==> config.mk <==
export PLATFORM = sky130hd
export DESIGN_NAME = turn_signal_ctrl
export DESIGN_NICKNAME = d
export VERILOG_FILES = /design/src/rtl/turn_signal_ctrl.sv
export SDC_FILE = /design/constraint.sdc
export NUM_CORES = 1
export LEC_CHECK = 0
export CORE_MARGIN = 5
export CORE_UTILIZATION = 30
export CTS_BUF_LIST = sky130_fd_sc_hd__clkbuf_4
export CTS_CLUSTER_SIZE = 28
export DETAILED_ROUTE_END_ITERATION = 10
export GPL_TIMING_DRIVEN = 0
export REMOVE_ABC_BUFFERS = 1
export SETUP_SLACK_MARGIN = 0.1
export SLEW_MARGIN = 20
export SYNTH_ARGS = -nofsm -noshare
export SYNTH_HDL_FRONTEND = slang
export SYNTH_SLANG_ARGS = --single-unit
==> constraint.sdc <==
create_clock -name clk_in -period 7.9 [get_ports clk_in]
set_clock_uncertainty 0.1 [all_clocks]
set_input_delay 1.58 -clock clk_in [delete_from_list [all_inputs] [get_ports clk_in]]
set_output_delay 1.58 -clock clk_in [all_outputs]
set_load 0.05 [all_outputs]
==> src/rtl/turn_signal_ctrl.sv <==
// -----------------------------------------------------------------------------
// turn_signal_ctrl
//
// Reads the raw left, right and hazard switches and drives the six T-bird tail
// lamps. Each switch is synchronised with two flops and then debounced. The
// debounced requests feed a sequencing FSM that only moves on a prescaled step
// tick, so the lamp cadence is independent of when a switch is operated.
//
// Parameters
//   DEBOUNCE_CYCLES : consecutive mismatching cycles needed to accept a new
//                     switch level (minimum 2)
//   STEP_CYCLES     : clock cycles per lamp step (minimum 2)
//
// Ports
//   clk_in          : system clock
//   rst_in          : asynchronous, active-high reset
//   left_in         : raw left-turn switch (asynchronous, may bounce)
//   right_in        : raw right-turn switch (asynchronous, may bounce)
//   hazard_in       : raw hazard switch (asynchronous, may bounce)
//   lamp_left_out   : left lamps, bit0 innermost .. bit2 outermost
//   lamp_right_out  : right lamps, bit0 innermost .. bit2 outermost
//   req_out         : debounced requests {hazard, right, left}
// -----------------------------------------------------------------------------
module turn_signal_ctrl #(
  parameter int DEBOUNCE_CYCLES = 120000,
  parameter int STEP_CYCLES     = 4194304
) (
  input  logic       clk_in,
  input  logic       rst_in,
  input  logic       left_in,
  input  logic       right_in,
  input  logic       hazard_in,
  output logic [2:0] lamp_left_out,
  output logic [2:0] lamp_right_out,
  output logic [2:0] req_out
);

  localparam int DB_W = $clog2(DEBOUNCE_CYCLES + 1);
  localparam int PS_W = (STEP_CYCLES > 2) ? $clog2(STEP_CYCLES) : 1;

  localparam logic [DB_W-1:0] DB_LAST = DB_W'(DEBOUNCE_CYCLES - 1);
  localparam logic [DB_W-1:0] DB_ONE  = DB_W'(1);
  localparam logic [DB_W-1:0] DB_ZERO = DB_W'(0);
  localparam logic [PS_W-1:0] PS_LAST = PS_W'(STEP_CYCLES - 1);
  localparam logic [PS_W-1:0] PS_ONE  = PS_W'(1);
  localparam logic [PS_W-1:0] PS_ZERO = PS_W'(0);

  // Bit positions inside the request vectors.
  localparam int REQ_LEFT   = 0;
  localparam int REQ_RIGHT  = 1;
  localparam int REQ_HAZARD = 2;

  typedef enum logic [2:0] {
    ST_IDLE   = 3'd0,
    ST_L1     = 3'd1,
    ST_L2     = 3'd2,
    ST_L3     = 3'd3,
    ST_R1     = 3'd4,
    ST_R2     = 3'd5,
    ST_R3     = 3'd6,
    ST_HAZ_ON = 3'd7
  } state_e;

  // Lamp bar for a given step number: 0 = dark, 1..3 = lamps lit from inside.
  function automatic logic [2:0] lamp_bar(input logic [1:0] step);
    logic [2:0] bar;
    case (step)
      2'd0:    bar = 3'b000;
      2'd1:    bar = 3'b001;
      2'd2:    bar = 3'b011;
      2'd3:    bar = 3'b111;
      default: bar = 3'b000;
    endcase
    return bar;
  endfunction

  // ---------------------------------------------------------------------------
  // Synchroniser
  // ---------------------------------------------------------------------------
  logic [2:0] raw_s;
  logic [2:0] sync1_q;
  logic [2:0] sync2_q;

  assign raw_s = {hazard_in, right_in, left_in};

  // Two-flop synchroniser for all three raw switch inputs.
  always_ff @(posedge clk_in or posedge rst_in) begin
    if (rst_in) begin
      sync1_q <= 3'b000;
      sync2_q <= 3'b000;
    end else begin
      sync1_q <= raw_s;
      sync2_q <= sync1_q;
    end
  end

  // ---------------------------------------------------------------------------
  // Debouncers
  // ---------------------------------------------------------------------------
  // The counter only runs while the synchronised level differs from the
  // accepted level; any cycle of agreement throws the partial count away, so
  // a bouncing contact never accumulates towards a flip.
  logic [DB_W-1:0] db_cnt_q [3];
  logic [DB_W-1:0] db_cnt_d [3];
  logic [2:0]      deb_q;
  logic [2:0]      deb_d;

  // Next-state for the three debounce counters and accepted levels.
  always_comb begin
    deb_d    = deb_q;
    db_cnt_d = '{default: DB_ZERO};
    for (int i = 0; i < 3; i++) begin
      if (sync2_q[i] == deb_q[i]) begin
        db_cnt_d[i] = DB_ZERO;
        deb_d[i]    = deb_q[i];
      end else if (db_cnt_q[i] == DB_LAST) begin
        // Last mismatching cycle of the run: accept the new level now.
        db_cnt_d[i] = DB_ZERO;
        deb_d[i]    = ~deb_q[i];
      end else begin
        db_cnt_d[i] = db_cnt_q[i] + DB_ONE;
        deb_d[i]    = deb_q[i];
      end
    end
  end

  // Debounce counter and accepted-level registers.
  always_ff @(posedge clk_in or posedge rst_in) begin
    if (rst_in) begin
      deb_q <= 3'b000;
      for (int i = 0; i < 3; i++) begin
        db_cnt_q[i] <= DB_ZERO;
      end
    end else begin
      deb_q <= deb_d;
      for (int i = 0; i < 3; i++) begin
        db_cnt_q[i] <= db_cnt_d[i];
      end
    end
  end

  assign req_out = deb_q;

  // ---------------------------------------------------------------------------
  // Step prescaler
  // ---------------------------------------------------------------------------
  // Free-running on purpose: requests never realign it, so the lamp rhythm
  // stays steady regardless of switch activity.
  logic [PS_W-1:0] ps_cnt_q;
  logic [PS_W-1:0] ps_cnt_d;
  logic            tick_s;

  // Prescaler wrap and step-tick decode.
  always_comb begin
    tick_s = (ps_cnt_q == PS_LAST);
    if (tick_s) begin
      ps_cnt_d = PS_ZERO;
    end else begin
      ps_cnt_d = ps_cnt_q + PS_ONE;
    end
  end

  // Prescaler count register.
  always_ff @(posedge clk_in or posedge rst_in) begin
    if (rst_in) begin
      ps_cnt_q <= PS_ZERO;
    end else begin
      ps_cnt_q <= ps_cnt_d;
    end
  end

  // ---------------------------------------------------------------------------
  // Request decode
  // ---------------------------------------------------------------------------
  // Left and right together behave exactly like hazard, so no side is ever
  // given priority over the other.
  logic haz_req_s;
  logic left_only_s;
  logic right_only_s;

  assign haz_req_s    = deb_q[REQ_HAZARD] | (deb_q[REQ_LEFT] & deb_q[REQ_RIGHT]);
  assign left_only_s  = deb_q[REQ_LEFT]  & ~deb_q[REQ_RIGHT];
  assign right_only_s = deb_q[REQ_RIGHT] & ~deb_q[REQ_LEFT];

  // ---------------------------------------------------------------------------
  // Sequencing FSM
  // ---------------------------------------------------------------------------
  state_e     state_q;
  state_e     state_d;
  logic [2:0] lamp_left_q;
  logic [2:0] lamp_left_d;
  logic [2:0] lamp_right_q;
  logic [2:0] lamp_right_d;

  // State register plus the lamp registers that track it edge for edge.
  always_ff @(posedge clk_in or posedge rst_in) begin
    if (rst_in) begin
      state_q      <= ST_IDLE;
      lamp_left_q  <= 3'b000;
      lamp_right_q <= 3'b000;
    end else begin
      state_q      <= state_d;
      lamp_left_q  <= lamp_left_d;
      lamp_right_q <= lamp_right_d;
    end
  end

  // Next-state logic; nothing moves except on a step tick.
  always_comb begin
    state_d = state_q;
    if (tick_s) begin
      case (state_q)
        ST_IDLE: begin
          if (haz_req_s) begin
            state_d = ST_HAZ_ON;
          end else if (left_only_s) begin
            state_d = ST_L1;
          end else if (right_only_s) begin
            state_d = ST_R1;
          end else begin
            state_d = ST_IDLE;
          end
        end
        // A started sequence runs to completion whatever the request level;
        // only hazard may cut it short.
        ST_L1:     state_d = haz_req_s ? ST_HAZ_ON : ST_L2;
        ST_L2:     state_d = haz_req_s ? ST_HAZ_ON : ST_L3;
        ST_L3:     state_d = haz_req_s ? ST_HAZ_ON : ST_IDLE;
        ST_R1:     state_d = haz_req_s ? ST_HAZ_ON : ST_R2;
        ST_R2:     state_d = haz_req_s ? ST_HAZ_ON : ST_R3;
        ST_R3:     state_d = haz_req_s ? ST_HAZ_ON : ST_IDLE;
        // Always drop to IDLE so a held hazard blinks 1:1.
        ST_HAZ_ON: state_d = ST_IDLE;
        default:   state_d = ST_IDLE;
      endcase
    end else begin
      state_d = state_q;
    end
  end

  // Lamp decode from the next state so the lamps change on the state's edge.
  always_comb begin
    lamp_left_d  = 3'b000;
    lamp_right_d = 3'b000;
    case (state_d)
      ST_IDLE: begin
        lamp_left_d  = 3'b000;
        lamp_right_d = 3'b000;
      end
      ST_L1: begin
        lamp_left_d  = lamp_bar(2'd1);
        lamp_right_d = 3'b000;
      end
      ST_L2: begin
        lamp_left_d  = lamp_bar(2'd2);
        lamp_right_d = 3'b000;
      end
      ST_L3: begin
        lamp_left_d  = lamp_bar(2'd3);
        lamp_right_d = 3'b000;
      end
      ST_R1: begin
        lamp_left_d  = 3'b000;
        lamp_right_d = lamp_bar(2'd1);
      end
      ST_R2: begin
        lamp_left_d  = 3'b000;
        lamp_right_d = lamp_bar(2'd2);
      end
      ST_R3: begin
        lamp_left_d  = 3'b000;
        lamp_right_d = lamp_bar(2'd3);
      end
      ST_HAZ_ON: begin
        lamp_left_d  = 3'b111;
        lamp_right_d = 3'b111;
      end
      default: begin
        lamp_left_d  = 3'b000;
        lamp_right_d = 3'b000;
      end
    endcase
  end

  assign lamp_left_out  = lamp_left_q;
  assign lamp_right_out = lamp_right_q;

endmodule

==> results of run 1 <==
-- sequential cells by signal, summed over array words and instances, names as in the netlist --
signal / count
lamp_left_out: 3
db_cnt_q: 51
ps_cnt_q: 22
req_out: 3
sync1_q: 3
lamp_right_out: 3
state_q: 2
sync2_q: 3
-- metal layers --
| layer | track usage, % | vias to the layer above | part of all wire, % |
|---|---|---|---|
| met2 | 15.7 | 20 | 48 |
| met1 | 11.4 | 1296 | 47 |
| met3 | 3.01 | 11 | 2.7 |
| li1 | - | 1363 | - |
| met5 | 0 | - | 0 |
| met4 | 3.72 | 0 | 1.6 |
-- final timing paths --
path | startpoint | end | slack [ns]
worst max-delay path | req_out[0] | req_out[0] | 4.41
max in group asynchronous | rst_in | db_cnt_q[46] | 5.67
worst max register to register | db_cnt_q[30] | db_cnt_q[19] | 5.66
worst min register to register | sync1_q[0] | sync2_q[0] | 0.27
min in group asynchronous | rst_in | sync1_q[1] | 1.40
worst min-delay path | sync1_q[0] | sync2_q[0] | 0.27
-- layout by cell type, fill, tap and decap left out, drive strengths merged, types with 2 or more instances in the layout --
| master | n |
|---|---|
| dfrtp | 90 |
| nor2 | 74 |
| xnor2 | 34 |
| xor2 | 33 |
| nand2 | 27 |
| nand3 | 21 |
| nand4 | 16 |
| and3 | 13 |
| clkdlybuf4s50 | 13 |
| inv | 12 |
| and2 | 11 |
| nor3 | 9 |
| clkbuf | 9 |
| and4 | 8 |
| o21ai | 5 |
| ha | 4 |
| or2 | 4 |
| a21oi | 3 |
| a211oi | 3 |
| bufinv | 3 |
| o22ai | 3 |
| nor4bb | 2 |
| nor2b | 2 |
| nor4 | 2 |
| mux2 | 2 |
| clkinvlp | 2 |
| clkinv | 2 |
-- power by group through the flow --
stage / combinational (mW) / clock [mW] / sequential (mW)
2_1_floorplan: 0.0165 / 0 / 0.478
3_3_place_gp: 0.0232 / 0 / 0.479
3_5_place_dp: 0.0256 / 0 / 0.479
4_1_cts: 0.0257 / 0.325 / 0.471
5_1_grt: 0.0293 / 0.348 / 0.472
6_report: 0.0244 / 0.314 / 0.470
-- layout make-up --
class	count	share of cell area (%)
Clock buffer	9	1.45
Inverter	12	1.02
Sequential cell	90	48.4
Clock inverter	7	2.53
Timing Repair Buffer	14	3.39
Tap cell	176	4.73
Multi-Input combinational cell	286	38.5
-- cell families after synthesis --
| logic type | synth area share [%] |
|---|---|
| flops | 54.5 |
| buf+inv | 2.12 |
| compound gates | 3.03 |
| xor+xnor | 14.2 |
| simple gates | 23.6 |
| fa+ha+maj | 1.48 |
| mux | 1.09 |
==> out/qor.txt, run 1 <==
CTS
--------------------------------------------------------------------------
Hold buffer count at CTS                                                 0
Post-CTS Setup Inserts                                                   0
Clk Tree Root Cell                                            sky130_fd_sc_hd__clkbuf_4
TritonCTS Buffers                                                        9
Clk buf depth                                                            2
Latest clock arrival within the worst-skew pair                    0.45 ns
Sink count of the clock tree                                            90
CTS-repair resized insts                                                 0
Clock tree from TritonCTS                                             done
Clk slew on worst S/H paths                                        0.12 ns
H-tree level count                                                       3

PWR
--------------------------------------------------------------------------
Switching share of power                                             21.7%
Peak VDD IR                                                      0.0799 mV
Fraction of power consumed by the clock network                      38.8%
Power Internal                                                    0.633 mW
Sequential group share of total power                                58.2%
Leakage dissipation                                                1.99 nW
Total power draw                                                  0.808 mW
Power share of the combinational group                                3.0%
Switching power                                                   0.175 mW
Power Density                                                  174 nW/um^2

GLOBAL ROUTE
--------------------------------------------------------------------------
Pin count of the biggest net entering global routing                    56
Vias in the first global route                                        2757
Antenna violations before repair                                         0
Aggregate global-route resource usage                                9.47%
Wire length of the first global-routing pass                       12.5 mm
Total global routing overflow                                            0

FINAL LAYOUT
--------------------------------------------------------------------------
Synth-to-Final Area Change                                           12.7%
Filler instances                                                      1326
Nets@finish                                                            422
Finished Layout Cells                                                  594
Core occupancy in the finished layout                                34.7%
Area of the multi-input gates                                    1790 um^2
Total area of sequential cells                                   2250 um^2
Antenna Cells                                                            0
Post-route standard cell area excluding fillers                  4660 um^2
Share of layout cells above drive strength 1                         6.46%

TIMING
--------------------------------------------------------------------------
Final worst slack                                                  4.41 ns
Clock period minus final worst setup slack                         3.49 ns
Final setup violation count                                              0
Number of failing hold endpoints at the final stage                      0
Total negative slack                                                  0 ns
Slew HR                                                              53.0%
Measured slew at the worst slew-check pin                         0.702 ns
Max Slew Vio Count                                                       0
Final worst hold slack                                            0.267 ns
Final period utilization                                             44.1%
Setup repair after global routing missed its margin                     no
Top achievable clock speed                                       0.287 GHz

LOGIC SYNTHESIS
--------------------------------------------------------------------------
Largest area contributor in the netlist                       sky130_fd_sc_hd__dfrtp_1
Unique masters post-synth                                               41
Number of enable flip-flop cells after synthesis                         0
Top cells by area, synth                                      sky130_fd_sc_hd__dfrtp_1 (54%), sky130_fd_sc_hd__xnor2_1 (7.2%), sky130_fd_sc_hd__xor2_1 (7.0%), sky130_fd_sc_hd__nor2_1 (6.7%), sky130_fd_sc_hd__nand3_1 (2.5%)
Most frequent cell after synthesis                            sky130_fd_sc_hd__dfrtp_1
Primary flip-flop cell chosen by synthesis mapping            sky130_fd_sc_hd__dfrtp_1
Synth top cells by count                                      sky130_fd_sc_hd__dfrtp_1 (90), sky130_fd_sc_hd__nor2_1 (74), sky130_fd_sc_hd__xnor2_1 (34), sky130_fd_sc_hd__xor2_1 (33), sky130_fd_sc_hd__nand2_1 (27)
Async set-or-reset flop fraction in the synthesized netlist           100%
Flops & latches, synth                                                  90
Mapped Cells                                                           396
Warning count from the yosys run                                         0
Top-area cell type share of the netlist area                         54.5%
Sequential element share of the synthesized area                     54.5%
Avg Inst Size Synth                                              10.4 um^2
Netlist area before placement                                    4130 um^2

PLACEMENT
--------------------------------------------------------------------------
RePlAce Congestion                                                   0.805
Place WS                                                           4.89 ns
Cell area after placement                                        4470 um^2
Cell total after placement                                             578
IO buf count                                                            13
Detailed placement HPWL                                            4.84 mm

CRITICAL PATH
--------------------------------------------------------------------------
Number of gates on the worst path with buffers counted                   1
Max FO, Critical Path                                                    7
Crit path max-delay family                                    buffers and inverters
Startpoint-to-endpoint class of the critical path               reg -> out
Cell type of the slowest stage on the worst timing path       sky130_fd_sc_hd__clkdlybuf4s50_1
Critical path cell sequence                                   clkdlybuf4s50_1
Critical path arrival                                              1.81 ns
Max incr delay on CP                                               0.86 ns
Worst Path Required                                                6.22 ns
Sort of element at the end of the critical path               primary output
CP Launch Type                                                   flip-flop
Number of buffers and inverters on the critical path                     1
Cell count of the worst reg-to-reg path                                  4

FLOORPLANNING
--------------------------------------------------------------------------
Die extent in x                                                     127 um
Floorplan die area                                              16200 um^2
Initial Utilization                                                  30.8%
Row cnt                                                                 42
Core ar.                                                        13400 um^2
Die H                                                               127 um
Ports                                                                   14

DRT
--------------------------------------------------------------------------
# DRC                                                                    0
Ratio of routed vias to standard cells                                4.53
WL/cell                                                            11.8 um
Remaining antenna violation count after routing                          0
First-pass detailed-route iteration total                                4
DRC violation total after the first TritonRoute iteration              113
Wire length reported by the detailed router                        6.99 mm
Via total after detailed routing                                      2690

RUN STATUS
--------------------------------------------------------------------------
Run status                                                    finished clean

FLOW RUN
--------------------------------------------------------------------------
Max-capacitance violation count                                          0

MIN PATH
--------------------------------------------------------------------------
Hold Path Depth                                                          0
Hold/Removal Path Class                                         reg -> reg

Power figures use the tool's default switching activity.
==> run 2, diff against run 1 <==
- clock period: 7.9 -> 3.45 ns (I/O delays scaled with it)
==> results of run 2 <==
Same layout as run 1 (identical final DEF). Status: finished clean.
Main changes from that run: setup slack after placement 4.89 ns -> 1.22 ns; setup slack after layout 4.41 ns -> 0.854 ns; register-to-register setup slack 5.66 ns -> 1.21 ns; total power 0.808 mW -> 1.85 mW; worst IR drop on VDD 0.0799 mV -> 0.183 mV
